`src/rtl/img_loader.sv`:
```
// img_loader: pulls a palette followed by a full frame of colour indices from
// a byte stream and turns them into write strobes for a palette RAM and an
// image RAM.
//
// Ports:
//   vga_clk   in   sole clock, rising edge
//   reset     in   synchronous, active-high reset
//   start     in   one-cycle pulse, begins a load (honoured in IDLE only)
//   s_data    in   [7:0] stream byte
//   s_valid   in   s_data valid
//   s_ready   out  loader accepts s_data this cycle
//   pal_we    out  palette RAM write strobe
//   pal_addr  out  [7:0]  palette entry index
//   pal_d     out  [23:0] palette entry {R,G,B}
//   img_we    out  image RAM write strobe
//   img_addr  out  [18:0] pixel address, row-major y*H_PIXELS+x
//   img_d     out  [7:0]  colour index
//   busy      out  load in progress
//   done      out  one-cycle pulse when the load completes
module img_loader #(
  parameter int H_PIXELS    = 640,
  parameter int V_LINES     = 480,
  parameter int PAL_ENTRIES = 256
) (
  input  logic        vga_clk,
  input  logic        reset,
  input  logic        start,
  input  logic [7:0]  s_data,
  input  logic        s_valid,
  output logic        s_ready,
  output logic        pal_we,
  output logic [7:0]  pal_addr,
  output logic [23:0] pal_d,
  output logic        img_we,
  output logic [18:0] img_addr,
  output logic [7:0]  img_d,
  output logic        busy,
  output logic        done
);

  localparam int         NPIX     = H_PIXELS * V_LINES;
  localparam logic [8:0] PAL_LAST = 9'(PAL_ENTRIES - 1);
  localparam logic [18:0] PIX_LAST = 19'(NPIX - 1);

  typedef enum logic [1:0] {IDLE, PALETTE, PIXELS, DONE} state_t;

  state_t      state_q, state_d;
  logic [1:0]  sel_q, sel_d;          // which colour byte of the entry comes next
  logic [7:0]  r_q, r_d;
  logic [7:0]  g_q, g_d;
  logic [8:0]  entry_q, entry_d;      // one bit wider so PAL_ENTRIES=256 fits
  logic [18:0] pix_q, pix_d;
  logic        pal_we_q, pal_we_d;
  logic [7:0]  pal_addr_q, pal_addr_d;
  logic [23:0] pal_d_q, pal_d_d;
  logic        img_we_q, img_we_d;
  logic [18:0] img_addr_q, img_addr_d;
  logic [7:0]  img_d_q, img_d_d;
  logic        accept;

  // Ready and busy come straight from the state register, so they are glitch-free.
  assign s_ready = (state_q == PALETTE) || (state_q == PIXELS);
  assign busy    = s_ready;
  assign done    = (state_q == DONE);
  assign accept  = s_ready && s_valid;

  always_comb begin
    state_d    = state_q;
    sel_d      = sel_q;
    r_d        = r_q;
    g_d        = g_q;
    entry_d    = entry_q;
    pix_d      = pix_q;
    pal_we_d   = 1'b0;
    pal_addr_d = pal_addr_q;
    pal_d_d    = pal_d_q;
    img_we_d   = 1'b0;
    img_addr_d = img_addr_q;
    img_d_d    = img_d_q;
    unique case (state_q)
      IDLE: begin
        if (start) begin
          state_d = PALETTE;
          sel_d   = 2'd0;
          entry_d = 9'd0;
          pix_d   = 19'd0;
        end
      end
      PALETTE: begin
        if (accept) begin
          case (sel_q)
            2'd0: begin
              r_d   = s_data;
              sel_d = 2'd1;
            end
            2'd1: begin
              g_d   = s_data;
              sel_d = 2'd2;
            end
            default: begin
              // B byte completes the entry: emit it on the next cycle.
              pal_we_d   = 1'b1;
              pal_addr_d = entry_q[7:0];
              pal_d_d    = {r_q, g_q, s_data};
              sel_d      = 2'd0;
              entry_d    = entry_q + 9'd1;
              if (entry_q == PAL_LAST) state_d = PIXELS;
            end
          endcase
        end
      end
      PIXELS: begin
        if (accept) begin
          img_we_d   = 1'b1;
          img_addr_d = pix_q;
          img_d_d    = s_data;
          pix_d      = pix_q + 19'd1;
          if (pix_q == PIX_LAST) state_d = DONE;
        end
      end
      DONE: state_d = IDLE;
      default: state_d = IDLE;
    endcase
  end

  // Reset clears the strobe registers too, which drops any write that the
  // previous cycle had scheduled.
  always_ff @(posedge vga_clk) begin
    if (reset) begin
      state_q    <= IDLE;
      sel_q      <= 2'd0;
      r_q        <= 8'd0;
      g_q        <= 8'd0;
      entry_q    <= 9'd0;
      pix_q      <= 19'd0;
      pal_we_q   <= 1'b0;
      pal_addr_q <= 8'd0;
      pal_d_q    <= 24'd0;
      img_we_q   <= 1'b0;
      img_addr_q <= 19'd0;
      img_d_q    <= 8'd0;
    end else begin
      state_q    <= state_d;
      sel_q      <= sel_d;
      r_q        <= r_d;
      g_q        <= g_d;
      entry_q    <= entry_d;
      pix_q      <= pix_d;
      pal_we_q   <= pal_we_d;
      pal_addr_q <= pal_addr_d;
      pal_d_q    <= pal_d_d;
      img_we_q   <= img_we_d;
      img_addr_q <= img_addr_d;
      img_d_q    <= img_d_d;
    end
  end

  assign pal_we   = pal_we_q;
  assign pal_addr = pal_addr_q;
  assign pal_d    = pal_d_q;
  assign img_we   = img_we_q;
  assign img_addr = img_addr_q;
  assign img_d    = img_d_q;

endmodule

```
`config.mk`:
```
export PLATFORM = sky130hd
export DESIGN_NAME = img_loader
export DESIGN_NICKNAME = d
export VERILOG_FILES = /design/src/rtl/img_loader.sv
export SDC_FILE = /design/constraint.sdc
export NUM_CORES = 1
export LEC_CHECK = 0
export ABC_AREA = 1
export CAP_MARGIN = 5
export CORE_MARGIN = 3
export CORE_UTILIZATION = 46
export DETAILED_ROUTE_END_ITERATION = 8
export PLACE_DENSITY = 0.76
export SLEW_MARGIN = 40
export SYNTH_ARGS = -nofsm -noshare
export SYNTH_HDL_FRONTEND = slang
export SYNTH_SLANG_ARGS = --single-unit
```
`constraint.sdc`:
```
create_clock -name vga_clk -period 2.6 [get_ports vga_clk]
set_input_delay 0.52 -clock vga_clk [delete_from_list [all_inputs] [get_ports vga_clk]]
set_output_delay 0.52 -clock vga_clk [all_outputs]
set_load 0.1 [all_outputs]
```
# Yosys cells after proc, flatten, opt, wreduce, memory -nomap -nowiden
# Cells that the tools add are included.
[totals]
reg_bits = 109
inputBits = 12
out_inout_bits = 64
word_cells = 67
[op_classes]
add_sub_neg = 2
eq_ne = 12
mux = 20
n_bitwise = 4
reduce_logical = 17
[op_table]
columns = ["op", "n"]
rows = [
  ["19-bit 2-to-1 mux", 2],
  ["19-bit one-hot mux with 2 select lines", 1],
  ["9-bit 2-to-1 mux", 3],
  ["19-bit by 1-bit adder with 19-bit output, second input constant", 1],
  ["19-bit == test, second input constant", 1],
  ["9-bit one-hot mux with 2 select lines", 1],
  ["2-bit 2-to-1 mux", 8],
  ["3-bit AND reduction", 5],
  ["9-bit by 1-bit adder with 9-bit output, second input constant", 1],
  ["9-bit by 8-bit == test with 1-bit output, second input constant", 1],
  ["2-bit inequality test, second input constant", 4],
  ["2-bit one-hot mux with 2 select lines", 2],
  ["2-bit one-hot mux with 4 select lines", 1],
  ["6-bit AND reduction", 1],
  ["2-bit by 1-bit == test with 1-bit output, second input constant", 2],
  ["2-bit == test, second input constant", 2],
  ["2-bit zero test", 2],
  ["2-bit by 1-bit inequality test with 1-bit output, second input constant", 2],
  ["1-bit NOT", 4],
  ["4-bit AND reduction", 1],
  ["2-bit nonzero test", 2],
  ["2-bit OR reduction", 2],
  ["3-bit OR reduction", 1],
  ["1-bit 2-to-1 mux", 2],
  ["other kinds (3)", 3],
]

# Depth between registers and ports, before layout
[logic_depth]
depth_word = 5
ltp_mapped = 13
depth_no_buf = 13

# Worst setup path after synthesis
# OpenSTA, ideal clock, no wires.
[synth_path]
path_kind = "register -> register"
startpoint = "register state_q[0]"
endpoint = "register pix_q[17]"
setup_ps = 116
arrival_ps = 2242
required_time_ps = 2484
slack_ps = 242
stages_incl_launch_ff = 10
path_buffers = 0
period_less_slack_ps = 2358
cell_sequence = "dfxtp_1 > inv_1 > ha_1 > nand2_2 > nand2_2 > nand3_4 > nor2_8 > nand3_1 > o21ai_0 > nor2_1"
[synth_between]
elab_chain_cells = 5
elab_cells_between_ends = 10
classes_between = "eq/ne (4); mux (1); reduce/logical (5)"
[synth_rtl]
columns = ["element", "line_no", "source"]
rows = [
  ["start: declaration", "47", "state_t state_q, state_d;"],
  ["start signal: assignment", "143", "state_q <= state_d;"],
  ["2-bit by 1-bit == test with 1-bit output or 2-bit == test (tied branches)", "62", "assign s_ready = (state_q == PALETTE) || (state_q == PIXELS);"],
  ["1-bit logical OR *", "62", ""],
  ["net busy", "37", "output logic busy,"],
  ["1-bit logical AND *", "65", "assign accept = s_ready && s_valid;"],
  ["2-bit inequality test (no source line) *", "-", ""],
  ["3-bit AND reduction (no source line) *", "-", ""],
  ["end signal: assignment", "148", "pix_q <= pix_d;"],
  ["end: declaration", "52", "logic [18:0] pix_q, pix_d;"],
]
# Mark *: on every way through the listed nets, which the timed path passes. The rest lies on a longest branch.
# A chain may end at the register's enable or synchronous reset.

# Final worst setup path
[layout_path]
startpoint = "register state_q[1]"
endpoint = "output port busy"
[layout_between]
elab_chain_cells = 2
elab_cells_between_ends = 3
classes_between = "eq/ne (2); reduce/logical (1)"
[layout_rtl]
columns = ["element", "line_no"]
rows = [
  ["2-bit by 1-bit == test with 1-bit output or 2-bit == test (tied branches)", "62"],
  ["1-bit logical OR *", "62"],
  ["end: declaration", "37"],
]
# Every way passes the cells marked *; elsewhere a longest branch is shown, timed or not.

==> results.sh <==
export IMPL_cts_tree="built"
export IMPL_synth_most_common_cell="nor2_1"
export IMPL_pre_cts_ws_ps=422
export IMPL_dieHeight_um=104
export IMPL_yosysSeqAreaShare_pct=49.5
export IMPL_synth_flop_cell="dfxtp_1"
export IMPL_ys_warn_count=0
export IMPL_io_pins=76
export IMPL_async_flop_share_pct=0
export IMPL_synth_cells=595
export IMPL_worst_slack_ps=496
export IMPL_routedWlPerCell_um=12.2
export IMPL_hold_viol_final=0
export IMPL_core_um2=9280
export IMPL_cp_start_kind="flip-flop"
export IMPL_synthToLayoutAreaGrowth_pct=20.8
export IMPL_critPathRequiredTime_ps=2080
export IMPL_cts_max_level=3
export IMPL_drive_gt1_share_pct=15.8
export IMPL_slew_headroom_pct=61.7
export IMPL_syn_avg_cell_area_um2=7.40
export IMPL_cp_arrival_ps=1580
export IMPL_reg2reg_from="state_q[0]"
export IMPL_p_per_area_nw_per_um2=765
export IMPL_dp_hpwl_mm=7.21
export IMPL_synthTopCellsByCount="nor2_1 (129), dfxtp_1 (109), nand2_1 (96), o21ai_0 (59), a21oi_1 (48)"
export IMPL_dp_cells=785
export IMPL_crit_start="state_q[1]"
export IMPL_clk_path_buf_depth=2
export IMPL_port_buffers=75
export IMPL_dr_pass1_iters=5
export IMPL_period_minus_slack_ps=2100
export IMPL_status="complete, no violations"
export IMPL_setup_violations=0
export IMPL_diodes=0
export IMPL_dr_first_iter_drc_count=146
export IMPL_yosysUniqueCellTypes=30
export IMPL_synth_edf_count=0
export IMPL_synth_top_area_share_pct=49.5
export IMPL_drtAntennaViolNets=0
export IMPL_tightestPinTransition_ps=575
export IMPL_rsz0062_at_grt="no"
export IMPL_syn_cell_area_um2=4410
export IMPL_n_fill_cell=897
export IMPL_synth_top_cell_by_area="dfxtp_1"
export IMPL_maxSlewViolCount=0
export IMPL_cts_sinks=109
export IMPL_place_congestion=0.844
export IMPL_yosys_area_share_adder_pct=2.27
export IMPL_hp_start="img_addr[17]"
export IMPL_finalNonFillerCells=801
export IMPL_max_cap_violations=0
export IMPL_initial_core_util_pct=47.5
export IMPL_post_cts_buffers=0
export IMPL_avgViaCountPerCell=4.96
export IMPL_fp_row_count=35
export IMPL_route_detailed_drc=0
export IMPL_nets=687
export IMPL_path_clk_slew_ps=100
export IMPL_synth_mux_area_share_pct=0
export IMPL_synth_compound_area_share_pct=13.6
export IMPL_grt_first_pass_wirelength_mm=16.7
export IMPL_end_kind="output pin"
export IMPL_min_period_over_period_pct=80.9
export IMPL_hp_class="flip-flop to flip-flop"
export IMPL_peakVddDrop_v=0.000314
export IMPL_tns_ps=0
export IMPL_grtUsageTotal_pct=18.3
export IMPL_clock_fmax_mhz=475
export IMPL_synth_xor_area_share_pct=0.596
export IMPL_vias=3972
export IMPL_clkLatencyLatePin_ps=380
export IMPL_criticalPathCategory="flip-flop to output pin"
export IMPL_ys_ff_latch=109
export IMPL_grt_overflow_total=0
export IMPL_grt_pass1_vias=3671
export IMPL_synth_area_top_cells="dfxtp_1 (50%), nor2_1 (11%), nand2_1 (8.2%)"
export IMPL_wirelength_mm=9.78
export IMPL_yosys_area_share_simple_pct=27.6
export IMPL_clock_skew_ps=16.9
export IMPL_dieArea_um2=10800
export IMPL_cts_root_buffer="clkbuf_8"
export IMPL_synth_top_family_by_area="simple AND/OR/NAND/NOR gates"
export IMPL_p_leak_nw=2.15
export IMPL_ctsResizeCount=0
export IMPL_crit_fanout=4
export IMPL_cts_buffers=9
export IMPL_die_w_um=104
export IMPL_ctsHoldBuffers=0
export IMPL_grt_max_degree=54
export IMPL_syn_nets=615
export IMPL_antenna_found_initial=0
export IMPL_p_total_mw=4.07
worst max-delay path, cell delays in order (launching register included):
cell and delay, ps:
dfxtp_1 410, inv_1 100, ha_1 380, buf_4 320
cells by family (layout without fill, tap and decap cells):
family                   count (synthesis)  after routing
AO/OA/AOI/OAI                          117            117
XOR/XNOR                                 3              3
adder cells (fa/ha/maj)                  8              8
buffers and inverters                   70            147
flip-flops                             109            109
AND/OR/NAND/NOR                        288            288
area by class of cell:
type,instances,area [µm²],area share (%)
clock inverters,7,77.6,1.46
multi-input cells,416,1940,36.4
inverters,46,174,3.27
repair buffers,85,666,12.5
flip-flops and latches,109,2180,41.0
well taps,129,161,3.03
clock buffers,9,124,2.33
stage by stage:
| stage | hold slack (ps) | utilization (%) | instance area, µm² |
|---|---|---|---|
| final | 468 | 57.3 | 5320 |
| after global routing | 487 | 57.3 | 5320 |
| after CTS | 469 | 57.3 | 5320 |
| after detailed placement | 453 | 55.2 | 5120 |
| after global placement | 453 | 55.2 | 5120 |
| after floorplan | 443 | - | 4410 |
per-layer routing:
metal	share of wire, %	GRT usage [%]	up-vias
met2	51	33.1	84
met1	42	21.7	1809
met4	1.6	6.36	0
met5	0	0	-
li1	-	-	2065
met3	4.5	3.35	14
power by group:
group          leakage (nW)  total [mW]  switching [mW]  internal (mW)
Combinational          1.17        1.24           0.947          0.291
Clock                0.0979        1.00           0.621          0.380
Sequential            0.880        1.84          0.0653           1.77
Total                  2.15        4.07            1.63           2.44
path summary, 6_finish.rpt:
kind                                endpoint  slack, ps  depth (start not counted)
worst max-delay path                    busy        500                          3
worst min-delay path            img_addr[17]        470                          2
worst max register to register     pix_q[17]        500                          9
worst min register to register  img_addr[17]        470                          2
placed cells by master, fill, tap and decap left out, drive strengths merged, types with 9 or more instances in the layout:
cell type / count
nor2: 133
dfxtp: 109
nand2: 100
buf: 74
o21ai: 65
a21oi: 48
inv: 47
nand3: 43
clkdlybuf4s50: 11
clkbuf: 9
nor3: 9
state kept, by name, summed over array words and instances, names as in the netlist:
name	cells
pal_addr	8
state_q	2
pal_d	24
r_q	8
pix_q	19
g_q	8
img_addr	19
entry_q	9
pal_we	1
sel_q	2
img_d	8
img_we	1
Power figures use the tool's default switching activity.
